### src/rtl/wb_arb_pkg.sv
// wb_arb_pkg: shared state type, master limit and round-robin pick for the Wishbone arbiter
package wb_arb_pkg;
  typedef enum logic {IDLE, OWNED} t_wb_arb_state;
  localparam int c_wb_arb_max_masters = 8;
  // Zero-padded request bits above N never win, so a mod-8 walk equals a mod-N walk
  function automatic logic [2:0] f_rr_pick(input logic [c_wb_arb_max_masters-1:0] req, input logic [2:0] last);
    f_rr_pick = last;
    for (int i = c_wb_arb_max_masters; i >= 1; i--) begin
      if (req[last + 3'(i)]) f_rr_pick = last + 3'(i);
    end
  endfunction
endpackage

### src/rtl/wb_rr_arb_select.sv
// wb_rr_arb_select: combinational round-robin winner search starting after the last grant
module wb_rr_arb_select
  import wb_arb_pkg::*;
#(
  parameter int g_num_masters = 2,
  localparam int c_iw = $clog2(g_num_masters)
) (
  input  logic [g_num_masters-1:0] req,
  input  logic [c_iw-1:0]          last,
  output logic                     valid,
  output logic [c_iw-1:0]          idx
);
  assign valid = |req;
  assign idx = c_iw'(f_rr_pick(c_wb_arb_max_masters'(req), 3'(last)));
endmodule

### src/rtl/wb_rr_arbiter.sv
// wb_rr_arbiter: round-robin sharing of one pipelined Wishbone B4 slave between N masters
// Optional watchdog abort enabled by WB_ARB_TIMEOUT_EN.
module wb_rr_arbiter
  import wb_arb_pkg::*;
#(
  parameter int g_num_masters     = 2,
  parameter int g_addr_width      = 32,
  parameter int g_data_width      = 32,
  parameter int g_max_outstanding = 4,
  parameter int g_timeout         = 256
) (
  input  logic                                      clk_i,
  input  logic                                      rst_n_i,
  input  logic [g_num_masters-1:0]                  m_cyc_i,
  input  logic [g_num_masters-1:0]                  m_stb_i,
  input  logic [g_num_masters-1:0]                  m_we_i,
  input  logic [g_num_masters*(g_data_width/8)-1:0] m_sel_i,
  input  logic [g_num_masters*g_addr_width-1:0]     m_adr_i,
  input  logic [g_num_masters*g_data_width-1:0]     m_dat_i,
  output logic [g_num_masters-1:0]                  m_ack_o,
  output logic [g_num_masters-1:0]                  m_err_o,
  output logic [g_num_masters-1:0]                  m_rty_o,
  output logic [g_num_masters-1:0]                  m_stall_o,
  output logic [g_data_width-1:0]                   m_dat_o,
  output logic                                      s_cyc_o,
  output logic                                      s_stb_o,
  output logic                                      s_we_o,
  output logic [g_data_width/8-1:0]                 s_sel_o,
  output logic [g_addr_width-1:0]                   s_adr_o,
  output logic [g_data_width-1:0]                   s_dat_o,
  input  logic                                      s_ack_i,
  input  logic                                      s_err_i,
  input  logic                                      s_rty_i,
  input  logic                                      s_stall_i,
  input  logic [g_data_width-1:0]                   s_dat_i,
  output logic [g_num_masters-1:0]                  grant_o,
  output logic                                      busy_o
);
  localparam int c_sw = g_data_width / 8;
  localparam int c_iw = $clog2(g_num_masters);

  if (g_num_masters < 2 || g_num_masters > c_wb_arb_max_masters || g_max_outstanding < 1 ||
      g_max_outstanding > 15 || g_timeout < 1) begin : g_bad_params
    $error("wb_rr_arbiter: parameter out of range");
  end

  t_wb_arb_state            state;
  logic [g_num_masters-1:0] grant;
  logic [c_iw-1:0]          owner, last, pick;
  logic [3:0]               cnt;
  logic                     pick_valid, owned, own_cyc, full, acc, rsp, dec, fire;

  wb_rr_arb_select #(.g_num_masters(g_num_masters)) u_select (
    .req   (m_cyc_i),
    .last  (last),
    .valid (pick_valid),
    .idx   (pick)
  );

  assign owned   = state == OWNED;
  assign own_cyc = owned & m_cyc_i[owner] & ~fire;
  assign full    = cnt == 4'(g_max_outstanding);
  assign rsp     = s_ack_i | s_err_i | s_rty_i;
  assign acc     = s_stb_o & ~s_stall_i;
  assign dec     = rsp & (cnt != '0);

  assign s_cyc_o = own_cyc;
  assign s_stb_o = own_cyc & m_stb_i[owner] & ~full;
  assign s_we_o  = m_we_i[owner];
  assign s_sel_o = m_sel_i[owner*c_sw +: c_sw];
  assign s_adr_o = m_adr_i[owner*g_addr_width +: g_addr_width];
  assign s_dat_o = m_dat_i[owner*g_data_width +: g_data_width];

  // grant is zero outside OWNED, so idle and non-owner masters see stall and no responses
  assign m_stall_o = ~grant | {g_num_masters{s_stall_i | full}};
  assign m_ack_o   = grant & {g_num_masters{s_ack_i}};
  assign m_err_o   = grant & {g_num_masters{s_err_i | fire}};
  assign m_rty_o   = grant & {g_num_masters{s_rty_i}};
  assign m_dat_o   = s_dat_i;
  assign grant_o   = grant;
  assign busy_o    = owned;

  always_ff @(posedge clk_i) begin
    if (!rst_n_i) begin
      state <= IDLE;
      grant <= '0;
      owner <= '0;
      last  <= c_iw'(g_num_masters - 1);
      cnt   <= '0;
    end else if (!owned) begin
      cnt <= '0;
      if (pick_valid) begin
        state <= OWNED;
        grant <= g_num_masters'(1) << pick;
        owner <= pick;
        last  <= pick;
      end
    end else if (!m_cyc_i[owner] || fire) begin
      state <= IDLE;
      grant <= '0;
      cnt   <= '0;
    end else begin
      cnt <= cnt + 4'(acc) - 4'(dec);
    end
  end

`ifdef WB_ARB_TIMEOUT_EN
  localparam int c_ww = $clog2(g_timeout) + 1;
  logic [c_ww-1:0] wd;
  // Counts idle cycles since the last accept or response while transfers are pending
  assign fire = owned && cnt != '0 && wd == c_ww'(g_timeout - 1);
  always_ff @(posedge clk_i)
    wd <= (!rst_n_i || !owned || cnt == '0 || rsp || acc || fire) ? '0 : wd + c_ww'(1);
`else
  assign fire = 1'b0;
`endif

  a_no_underflow: assert property (@(posedge clk_i) disable iff (!rst_n_i) !(owned && rsp && cnt == '0))
    else $error("wb_rr_arbiter: response with no outstanding transfer");
endmodule
### config.mk
export PLATFORM = sky130hd
export DESIGN_NAME = wb_rr_arbiter
export DESIGN_NICKNAME = d
export VERILOG_FILES = /design/src/rtl/wb_arb_pkg.sv /design/src/rtl/wb_rr_arb_select.sv /design/src/rtl/wb_rr_arbiter.sv
export SDC_FILE = /design/constraint.sdc
export NUM_CORES = 1
export LEC_CHECK = 0
export ABC_AREA = 1
export BUFFER_PORTS_ARGS = -buffer_cell sky130_fd_sc_hd__clkbuf_2
export CAP_MARGIN = 20
export CORE_AREA = 8 8 108 110
export DETAILED_ROUTE_END_ITERATION = 6
export DIE_AREA = 0 0 116 118
export HOLD_SLACK_MARGIN = 0.08
export PLACE_DENSITY = 0.62
export SLEW_MARGIN = 0
export SYNTH_ARGS = -nofsm -noshare
export SYNTH_HDL_FRONTEND = slang
export SYNTH_HIERARCHICAL = 1
export SYNTH_SLANG_ARGS = --single-unit
### constraint.sdc
create_clock -name clk_i -period 2.37 [get_ports clk_i]
set_input_delay 0 -clock clk_i [delete_from_list [all_inputs] [get_ports clk_i]]
set_output_delay 0 -clock clk_i [all_outputs]
set_load 0.005 [all_outputs]
### After elaboration in Yosys (flattened, before gate mapping)

Cells that the tools add are included.

* $add $sub $neg: 9
* $lt $le $gt $ge: 8
* eq/ne operators: 2
* shift operators: 4
* multiplexer cells: 33
* bitwise gates (word level): 16
* reductions and logical operators: 6

Operators by type and width (count)
* variable part select 64 x 7 -> 32 bit: 2
* < comparator 3 x 4 -> 1 bit, second input constant: 6
* two-way mux 1 bit: 23
* binary-select mux 1 bit (select 3 bit): 7
* variable part select 8 x 4 -> 4 bit: 1
* adder 1 x 2 -> 3 bit, second input constant: 2
* adder 1 x 3 -> 3 bit, second input constant: 2
* AND 2 bit: 3
* two-way mux 2 bit: 3
* AND 1 bit: 5
* adder 4 x 1 -> 4 bit: 1
* equality test 4 x 3 -> 1 bit, second input constant: 1
* < comparator 2 x 4 -> 1 bit, second input constant: 1
* AND reduction 2 bit: 2
* nonzero test 4 bit: 1
* subtractor 4 x 1 -> 4 bit: 1
* adder 2 x 1 -> 3 bit, second input constant: 1
* adder 2 x 2 -> 3 bit, second input constant: 1
* NOT 1 bit: 3
* bitwise OR 1 bit: 3
* AND reduction 3 bit: 1
* adder 1 x 1 -> 2 bit, second input constant: 1
* < comparator 1 x 2 -> 1 bit, second input constant: 1
* != test 2 bit, second input constant: 1
* 5 further kinds: 5

* flip-flop bits (word level): 9
* bits of input ports: 180
* output and inout bits: 114

### Logic depth before layout (Yosys ltp)

Gate-level depths: netlist (run 1).

* depth in word-level cells: 13
* depth in mapped cells: 14

### Cells and area by module

Netlist (run 1), hierarchy kept.

Modules (own cells, without submodules)
* wb_rr_arbiter: instances 1, cells each 333, area an instance 1684.1 um^2, sequential area each 180.2 um^2
* wb_rr_arb_select: instances 1, cells each 6, area an instance 25.0 um^2, sequential area each 0.0 um^2

### Worst setup path after synthesis (run 1)

OpenSTA, ideal clock, no wires.

* path kind: flip-flop to flip-flop
* from: reg owner
* to: reg cnt[2]
* arrival time: 1.920 ns
* required time: 2.254 ns
* setup slack: 0.334 ns
* stages on the path, launching flop included: 15
* buffers on the path: 1
* period minus slack after synthesis: 2.036 ns
* cells stage by stage: dfxtp_1 -> buf_6 -> inv_4 -> nand2_2 -> a21oi_4 -> inv_2 -> nor2_1 -> nand2_1 -> ha_1 -> inv_1 -> ha_1 -> inv_1 -> fa_1 -> xor2_1 -> nor2_1

* cells in the longest elaborated chain, start to end: 8
* elaborated cells on any way between the ends: 11

Ends and longest elaborated chain
* start, declared: line wb_rr_arbiter.sv:49 `logic [c_iw-1:0] owner, last, pick;`
* start signal, assigned: line wb_rr_arbiter.sv:95 `owner <= pick;`
* two-way mux 1 bit (not written as such) (2 in a row): line wb_rr_arbiter.sv:61 `assign own_cyc = owned & m_cyc_i[owner] & ~fire;`
* AND 1 bit: line wb_rr_arbiter.sv:61
* named net s_cyc_o: line wb_rr_arbiter.sv:25 `output logic s_cyc_o,`
* AND 1 bit (2 in a row): line wb_rr_arbiter.sv:68 `assign s_stb_o = own_cyc & m_stb_i[owner] & ~full;`
* AND 1 bit: line wb_rr_arbiter.sv:64 `assign acc = s_stb_o & ~s_stall_i;`
* adder 4 x 1 -> 4 bit: line wb_rr_arbiter.sv:103 `cnt <= cnt + 4'(acc) - 4'(dec);`
* subtractor 4 x 1 -> 4 bit: line wb_rr_arbiter.sv:103
* end signal, assigned: line wb_rr_arbiter.sv:103
* end, declared: line wb_rr_arbiter.sv:50 `logic [3:0] cnt;`

The timed path passes the listed nets, and every way through them passes these cells. The select of a mux whose other input is x is not followed.
A chain may end at the register's enable or synchronous reset.

### Worst setup path after layout (run 1)

* from: reg cnt[3]
* to: reg cnt[2]

* cells in the longest elaborated chain, start to end: 6
* elaborated cells on any way between the ends: 8

Ends and longest elaborated chain
* equality test 4 x 3 -> 1 bit: line wb_rr_arbiter.sv:62 `assign full = cnt == 4'(g_max_outstanding);`
* NOT 1 bit: line wb_rr_arbiter.sv:68
* AND 1 bit: line wb_rr_arbiter.sv:68
* AND 1 bit: line wb_rr_arbiter.sv:64
* adder 4 x 1 -> 4 bit: line wb_rr_arbiter.sv:103
* subtractor 4 x 1 -> 4 bit *: line wb_rr_arbiter.sv:103

Every way passes the cells marked *; elsewhere a longest branch is shown, timed or not.

==> impl_metrics.toml, run 1 <==
[clock_tree]
path_clk_slew_ns = 0.05
clk_latency_ns = 0.23
cts_tree = "built"
numCtsBuffers = 3
cts_htree_levels = 1
clockRootBuffer = "clkbuf_8"
cts.sink_count = 9
cts_buffer_depth = 2

[sta]
final-setup-viol-count = 0
fin_crit_ns = 2.15
grt_setup_unrepaired = "false"
slew_headroom = 0.714
fin_crit_sh = 0.906
tns_ns = 0
hold_viol = 0
worst_slew_pin_slew_ns = 0.429
drv_slew = 0
finalClockSkew_ns = 0.00302
max_freq_ghz = 0.466

[yosys]
synth_seq_cells = 9
yosys-top-cells-area = "nand2_1 (50%), buf_4 (15%), dfxtp_1 (11%), ha_1 (4.4%), inv_1 (4.0%)"
synth_area_leader_cell = "nand2_1"
yosysUniqueCellTypes = 26
synth_nets = 526
yosysWarnings = 6
synthCells = 339
syn-cell-area_um2 = 1710
syn_avg_cell_area_um2 = 5.04
synth_top_cell_area_share = 0.496
ys_seq_area_frac = 0.105

[pwr]
powerDensity_nw_per_um2 = 316
p_leak_nw = 2.04
ir_drop_v = 0.000206

[setup_path]
slowest_delay_ns = 0.38
critPathKind = "register to register"
path_cells = "inv_1, ha_1, nor3b_2, nor2_1, nand2_1, ha_1, inv_1, ha_1, inv_1, fa_1, xor2_1, nor2_1"
critPathCaptureType = "register"
crit_path_max_fanout = 3
crit_arrival_ns = 2.28
critPathSlowestCell = "fa_1"
critPathLaunchType = "register"
worst-endpoint-required_ns = 2.50

[floorplanning]
dieArea_um2 = 13700
core-area_um2 = 10000
start_util = 0.171
rows = 37
die_y_um = 118
io_pins = 294
chipWidth_um = 116

[min_path]
hold_path_class = "input pin to register"

[cells_and_area]
drive_gt1_frac = 0.438
finalNetCount = 750
nFillCells = 1152
syn_to_final_growth_pct = 82.1
fin_util = 0.311
antenna_cells = 0

[placement]
place_hpwl_um = 7100
numPortBuffers = 229
gp_congestion = 0.802

[route]
ant_nets = 0
vias = 2707
drt_wl_total_um = 9120
vias_per_cell = 3.88
drtIter0Drc = 135
wl_per_cell_um = 13.1
remaining_drc_errors = 0
detailedRoute.firstPassIterationCount = 4

[global_route]
grt_pass1_wl_um = 14000
gr-total-overflow = 0
antenna_found_initial = 0
grt_pass1_vias = 2736
grt_use_total = 0.124
grt_max_degree = 45

[run_status]
run_status = "finished, final reports clean"

[flow_run]
drv_cap = 0
-- area by class of cell --
type	count	area, µm²	share of cell area
Multi-Input combinational cell	263	1130	0.363
Clock buffer	4	45.0	0.0145
Tap cell	136	170	0.0547
Sequential cell	9	181	0.0583
Inverter	20	77.6	0.0249
Timing Repair Buffer	266	1510	0.484
-- sequential cells by signal (all words and copies together), names as in the netlist --
register	flops
cnt	4
last	1
owner	1
grant_o	2
busy_o	1
-- kinds of logic after synthesis --
family / count (synthesis) / synth area share
and+or+nand+nor: 246 / 0.560
buffers and inverters: 67 / 0.236
AOI/OAI and AO/OA: 9 / 0.0381
DFF: 9 / 0.105
adders and majority gates: 7 / 0.0556
xor gates and xnor gates: 1 / 0.00513
-- metal layers --
metal / wire, µm / global-route usage / vias to the layer above
li1: - / - / 1422
met1: 3450 / 0.138 / 1132
met2: 4710 / 0.234 / 149
met3: 914 / 0.0262 / 4
met4: 46 / 0.0170 / 0
met5: 0 / 0 / -
-- metrics by stage --
stage | cells | setup slack (ns) | total power, mW | area, µm² | hold slack, ns
final | 698 | 0.223 | 0.984 | 3110 | 0.232
after floorplan | 339 | 0.334 | 0.479 | 1710 | 0.0808
after CTS | 698 | 0.172 | 0.995 | 3110 | 0.232
after global placement | 661 | 0.192 | 0.755 | 2730 | 0.0000346
after detailed placement | 661 | 0.189 | 0.753 | 2730 | 0.0000346
after global routing | 698 | 0.0134 | 1.08 | 3110 | 0.274
-- critical path, delay by kind of cell, from the launching register on --
kind | cells | cell delay [ns]
DFF | 1 | 0.30
buffers and inverters | 3 | 0.15
adders and majority gates | 4 | 0.98
xor gates and xnor gates | 1 | 0.15
and+or+nand+nor | 4 | 0.46
-- layout by cell type (no fill, tap or decap), types with 3 or more instances in the layout --
cell type,instances
dlygate4sd3_1,33
clkbuf_2,229
nand2_2,3
clkbuf_8,3
a21oi_1,4
buf_4,4
nand2_1,226
ha_1,6
dfxtp_1,8
nand3_1,6
nor2_1,6
inv_1,18
-- cells in the mapped netlist --
master and instances:
a21boi_0 1, a21oi_1 4, a21oi_2 1, a21oi_4 1, buf_2 11, buf_4 34
buf_6 1, clkbuf_1 1, dfxtp_1 9, fa_1 1, ha_1 6, inv_1 18
inv_2 1, inv_4 1, nand2_1 226, nand2_2 3, nand3_1 6, nand3b_1 1
nor2_1 6, nor3_2 1, nor3b_1 1, o21ai_0 1, o31ai_1 1, or2_0 1
or2_1 1, xor2_1 1
-- path summary, 6_finish.rpt --
path | from | end | slack [ns] | depth (start not counted)
min reg2reg | last | last | 0.50 | 2
max reg2reg | cnt[3] | cnt[2] | 0.22 | 12
max | cnt[3] | cnt[2] | 0.22 | 12
min | m_cyc_i[0] | grant_o[0] | 0.23 | 5
-- power by group --
group	internal (mW)	leakage (nW)	switching, mW
sequential	0.162	0.0740	0.0131
combinational	0.304	1.95	0.323
clock	0.117	0.0228	0.0636
-- repair_timing --
action	4_1_cts	5_1_grt
setup endpoints to repair	0	1
endpoints found under the hold margin	34	0
hold buffers	33	0
resized for setup	0	1
setup buffers	0	0
Power figures use the tool's default switching activity.
==> run 2: changes to the inputs <==
SYNTH_HIERARCHICAL = not set   (was 1)
==> impl_metrics.toml, run 2 <==
[floorplanning]
io_pins = 294
dieArea_um2 = 13700
core-area_um2 = 10000
die_y_um = 118
chipWidth_um = 116
rows = 37
start_util = 0.170

[cells_and_area]
layout_commonest_cell = "clkbuf_2"
largest_reg_flops = 4
fin_util = 0.311
antenna_cells = 0
drive_gt1_frac = 0.436
finalNetCount = 750
syn_to_final_growth_pct = 82.7
mostFrequentLayoutCells = "clkbuf_2 (229), nand2_1 (226), dlygate4sd3_1 (34)"
regMostFlops = "cnt"
nFillCells = 1117

[yosys]
synth_area_leader_cell = "nand2_1"
synth-edff-count = 0
ys_seq_area_frac = 0.106
synth_top_flop_cell = "dfxtp_1"
yosys-top-cells-area = "nand2_1 (50%), buf_4 (15%), dfxtp_1 (11%), inv_1 (4.6%), ha_1 (4.4%)"
syn_avg_cell_area_um2 = 5.04
synth_top_cell_area_share = 0.498
synth.most_common_cell = "nand2_1"
synthTopCellsByCount = "nand2_1 (226), buf_4 (34), inv_1 (21)"
synth_seq_cells = 9
synthArstFlopShare = 0
yosysWarnings = 0
yosysUniqueCellTypes = 24
syn-cell-area_um2 = 1700
synthCells = 338
synth_nets = 525

[global_route]
grt_pass1_wl_um = 13700
antenna_found_initial = 0
grt-busiest-layer = "met2"
grt_max_degree = 43
grt_use_total = 0.122
met3_usage = 0.0323
use_met1 = 0.128
grt_pass1_vias = 2680
gr-total-overflow = 0
use_met2 = 0.232

[clock_tree]
cts.sink_count = 9
cts_buffer_depth = 2
postCtsResizedCells = 0
clockRootBuffer = "clkbuf_8"
cts_htree_levels = 1
hold_buffers = 34
cts_setup_buffers = 0
cts_tree = "built"
numCtsBuffers = 3
clk_latency_ns = 0.23
path_clk_slew_ns = 0.05

[sta]
final-setup-viol-count = 0
hold_viol = 0
max_freq_ghz = 0.469
setup_ws_ns = 0.240
drv_slew = 0
fin_crit_sh = 0.899
grt_setup_unrepaired = "false"
tns_ns = 0
worst_slew_pin_slew_ns = 0.426
fin_crit_ns = 2.13
slew_headroom = 0.716
finalClockSkew_ns = 0.00367

[setup_path]
slowest_delay_ns = 0.53
path_delay_family = "buffers and inverters"
cp_num_buf_inv = 5
critPathKind = "input pin to register"
critPathCaptureType = "register"
crit_arrival_ns = 2.25
worst-endpoint-required_ns = 2.49
critPathSlowestCell = "dlygate4sd3_1"
crit_path_max_fanout = 4
path_cells = "dlygate4sd3_1, clkbuf_2, inv_1, nand2_2, nand3_4, a21oi_2, nand2_1, ha_1, inv_1, ha_1, inv_1, fa_1, xor2_1, nor2_1"
critPathLaunchType = "input pin"
crit_top_cell = "inv_1"

[pwr]
fin_total_pwr_mw = 0.885
ir_drop_v = 0.000286
powerDensity_nw_per_um2 = 285
p_leak_nw = 2.05

[route]
vias = 2722
wl_per_cell_um = 13.4
drt_wl_total_um = 9380
detailedRoute.firstPassIterationCount = 4
ant_nets = 0
drtIter0Drc = 187
vias_per_cell = 3.90
remaining_drc_errors = 0

[placement]
numPortBuffers = 229
place_hpwl_um = 7310
gp_congestion = 0.794
place_ws_ns = 0.284

[run_status]
run_status = "finished, final reports clean"

[min_path]
hold_path_class = "input pin to register"

[flow_run]
drv_cap = 0
## run 2: cells by family (layout without fill, tap and decap cells)
group / Yosys count / after routing / synth area share
AO/OA/AOI/OAI: 12 / 12 / 0.0463
buffers and inverters: 70 / 294 / 0.243
AND/OR/NAND/NOR: 239 / 239 / 0.544
adder cells (fa/ha/maj): 7 / 7 / 0.0558
flip-flops: 9 / 9 / 0.106
XOR/XNOR: 1 / 1 / 0.00514
## run 2: path summary, 6_finish.rpt
kind              slack, ns  startpoint  cells after the start  endpoint
setup / recovery       0.24  m_cyc_i[0]                     14    cnt[2]
hold / removal         0.11  m_cyc_i[1]                      3      last
setup reg to reg       0.26      cnt[1]                     10    cnt[2]
hold reg to reg        0.51        last                      2      last
## run 2: power breakdown
group | switching [mW] | total, mW | internal (mW)
combinational | 0.267 | 0.538 | 0.272
clock | 0.0600 | 0.177 | 0.117
sequential | 0.0100 | 0.170 | 0.160
## run 2: through the flow
stage	instances	hold slack (ns)	cell area (µm²)
finish	698	0.114	3110
global route	698	0.167	3110
CTS	698	0.112	3110
detailed placement	660	0.0000346	2730
global placement	660	0.0000346	2730
floorplan	338	0.0808	1700
## run 2: layout make-up
class	instances	area [µm²]	area share
flip-flops and latches	9	181	0.0583
inverters	23	88.8	0.0286
repair buffers	267	1520	0.488
clock buffers	4	45.0	0.0145
multi-input cells	259	1110	0.356
well taps	136	170	0.0547
## run 2: tightest hold or removal path, delay by kind of cell
kind	cells	cell delay [ns]
compound gates	1	0.12
buf+inv	1	0.10
simple gates	1	0.09
## run 2: routing by layer
| metal | up-vias | share of wire |
|---|---|---|
| met5 | - | 0 |
| met4 | 0 | 0.0059 |
| met3 | 6 | 0.11 |
| met2 | 155 | 0.52 |
| met1 | 1136 | 0.37 |
| li1 | 1425 | - |
==> run 3: changes to the inputs <==
--- a/config.mk
+++ b/config.mk
@@ -7,11 +7,12 @@
 export LEC_CHECK = 0
 export ABC_AREA = 1
-export BUFFER_PORTS_ARGS = -buffer_cell sky130_fd_sc_hd__clkbuf_2
 export CAP_MARGIN = 20
-export CORE_AREA = 8 8 108 110
+export CORE_AREA = 8 8 109 111
 export DETAILED_ROUTE_END_ITERATION = 6
-export DIE_AREA = 0 0 116 118
+export DIE_AREA = 0 0 117 119
+export DONT_BUFFER_PORTS = 1
 export HOLD_SLACK_MARGIN = 0.08
-export PLACE_DENSITY = 0.62
+export PLACE_DENSITY = 0.37
+export REMOVE_ABC_BUFFERS = 1
 export SLEW_MARGIN = 0
 export SYNTH_ARGS = -nofsm -noshare
==> constraint.sdc (replaced) <==
create_clock -name clk_i -period 2.37 [get_ports clk_i]
set_input_delay 0 -clock clk_i [delete_from_list [all_inputs] [get_ports clk_i]]
set_output_delay 0 -clock clk_i [all_outputs]
set_load 0.05 [all_outputs]
==> impl_metrics.toml, run 3 (synthesized netlist as in run 2, its figures left out) <==
[run_status]
run_status = "finished, final reports clean"

[clock_tree]
cts_tree = "built"
numCtsBuffers = 3
clk_latency_ns = 0.23
cts.sink_count = 9
cts_setup_buffers = 0
path_clk_slew_ns = 0.05
clockRootBuffer = "clkbuf_8"
cts_htree_levels = 1
cts_buffer_depth = 2

[global_route]
grt_pass1_vias = 1891
grt_pass1_wl_um = 12000
grt_max_degree = 49
grt_use_total = 0.111
antenna_found_initial = 0
gr-total-overflow = 0

[sta]
fin_crit_ns = 2.14
fin_hold_ws_ns = 0.0892
drv_slew = 0
setup_ws_ns = 0.234
finalClockSkew_ns = 0.000960
tns_ns = 0
fin_crit_sh = 0.901
slew_headroom = 0.552
hold_viol = 0
worst_slew_pin_slew_ns = 0.672
max_freq_ghz = 0.468
final-setup-viol-count = 0
grt_setup_unrepaired = "false"

[setup_path]
rr_startpoint = "cnt[3]"
r2r_slack_ns = 0.23
crit_path_max_fanout = 3
critPathCaptureType = "register"
r2r-end = "cnt[2]"
crit_arrival_ns = 2.26
crit_start = "cnt[3]"
reg2reg_depth = 13
critPathKind = "register to register"
critPathLaunchType = "register"
worst-endpoint-required_ns = 2.49

[cells_and_area]
syn_to_final_growth_pct = 18.3
largest_reg_flops = 4
register_area_um2 = 181
layout_commonest_cell = "nand2_1"
finalNetCount = 527
instances_no_fill = 475
nFillCells = 1154
regMostFlops = "cnt"
antenna_cells = 0
multi_input_comb_area_um2 = 1110
mostFrequentLayoutCells = "nand2_1 (226), dlygate4sd3_1 (36), inv_1 (21)"
drive_gt1_frac = 0.0590

[pwr]
clkPwrFrac = 0.145
fin_total_pwr_mw = 1.22
ir_drop_v = 0.000322
netSwitchingPower_mw = 0.829
p_leak_nw = 1.12
powerDensity_nw_per_um2 = 607
p_int_mw = 0.394
seqPwrFrac = 0.146
combPwrFrac = 0.709
p_sw_frac = 0.677

[floorplanning]
rows = 37
core-area_um2 = 10100
die_y_um = 119
dieArea_um2 = 13900
start_util = 0.169
chipWidth_um = 117
io_pins = 294

[min_path]
hold_depth = 3
min_to = "owner"
hold_path_class = "input pin to register"
hold_start = "m_cyc_i[1]"

[route]
detailedRoute.firstPassIterationCount = 4
wl_per_cell_um = 19.2
ant_nets = 0
vias_per_cell = 4.17
vias = 1979
drt_wl_total_um = 9100
drtIter0Drc = 76
remaining_drc_errors = 0

[placement]
place_ws_ns = 0.238
numPortBuffers = 0
placed_cells = 435
place_hpwl_um = 7330
gp_congestion = 0.749

[flow_run]
drv_cap = 0
run 3: changes by cell type in the layout (fill, tap and decap cells not counted):
cell	change
clkbuf_2	-229
buf_4	+4
dlygate4sd3_1	+2
run 3: worst max-delay path by stage:
stage / endpoint / slack [ns] / cells past startpoint
2_1_floorplan: cnt[2] / -1.24 / 12
3_3_place_gp: cnt[2] / 0.29 / 10
3_5_place_dp: cnt[2] / 0.24 / 13
4_1_cts: cnt[2] / 0.22 / 13
5_1_grt: cnt[2] / 0.09 / 10
6_report: cnt[2] / 0.23 / 13
run 3: area by class of cell:
| cell class | count | area share |
|---|---|---|
| Clock buffer | 4 | 0.0224 |
| Timing Repair Buffer | 44 | 0.209 |
| Tap cell | 136 | 0.0845 |
| Sequential cell | 9 | 0.0901 |
| Multi-Input combinational cell | 259 | 0.550 |
| Inverter | 23 | 0.0441 |
run 3: repair_timing:
action	CTS	global route
hold buffers	36	0
resized for setup	0	0
hold endpoints to repair	41	0
endpoints found under the setup margin	0	0
run 3: critical path: stages, from the launching register on:
cell,delay (ns)
dfxtp_1,0.30
inv_1,0.05
ha_1,0.17
inv_1,0.08
nor2_1,0.05
nor2_1,0.18
nand2_1,0.09
ha_1,0.27
inv_1,0.06
ha_1,0.16
inv_1,0.06
fa_1,0.38
xor2_1,0.14
nor2_1,0.06
run 3: per-layer routing:
layer	share of wire	track usage
met1	0.41	0.144
met2	0.48	0.192
met3	0.11	0.0182
met4	0.00066	0.00961
met5	0	0
run 3: per-stage QoR:
step	cell area, µm²	utilization
final	2010	0.200
after global routing	2010	0.200
after CTS	2010	0.200
after detailed placement	1610	0.159
after global placement	1610	0.159
after floorplan	1380	-
run 3: power by group through the flow:
stage / sequential, mW / clock, mW / combinational, mW
6_report: 0.178 / 0.177 / 0.868
5_1_grt: 0.179 / 0.188 / 0.902
4_1_cts: 0.178 / 0.181 / 0.874
3_5_place_dp: 0.181 / 0 / 0.709
3_3_place_gp: 0.181 / 0 / 0.708
2_1_floorplan: 0.200 / 0 / 0.610
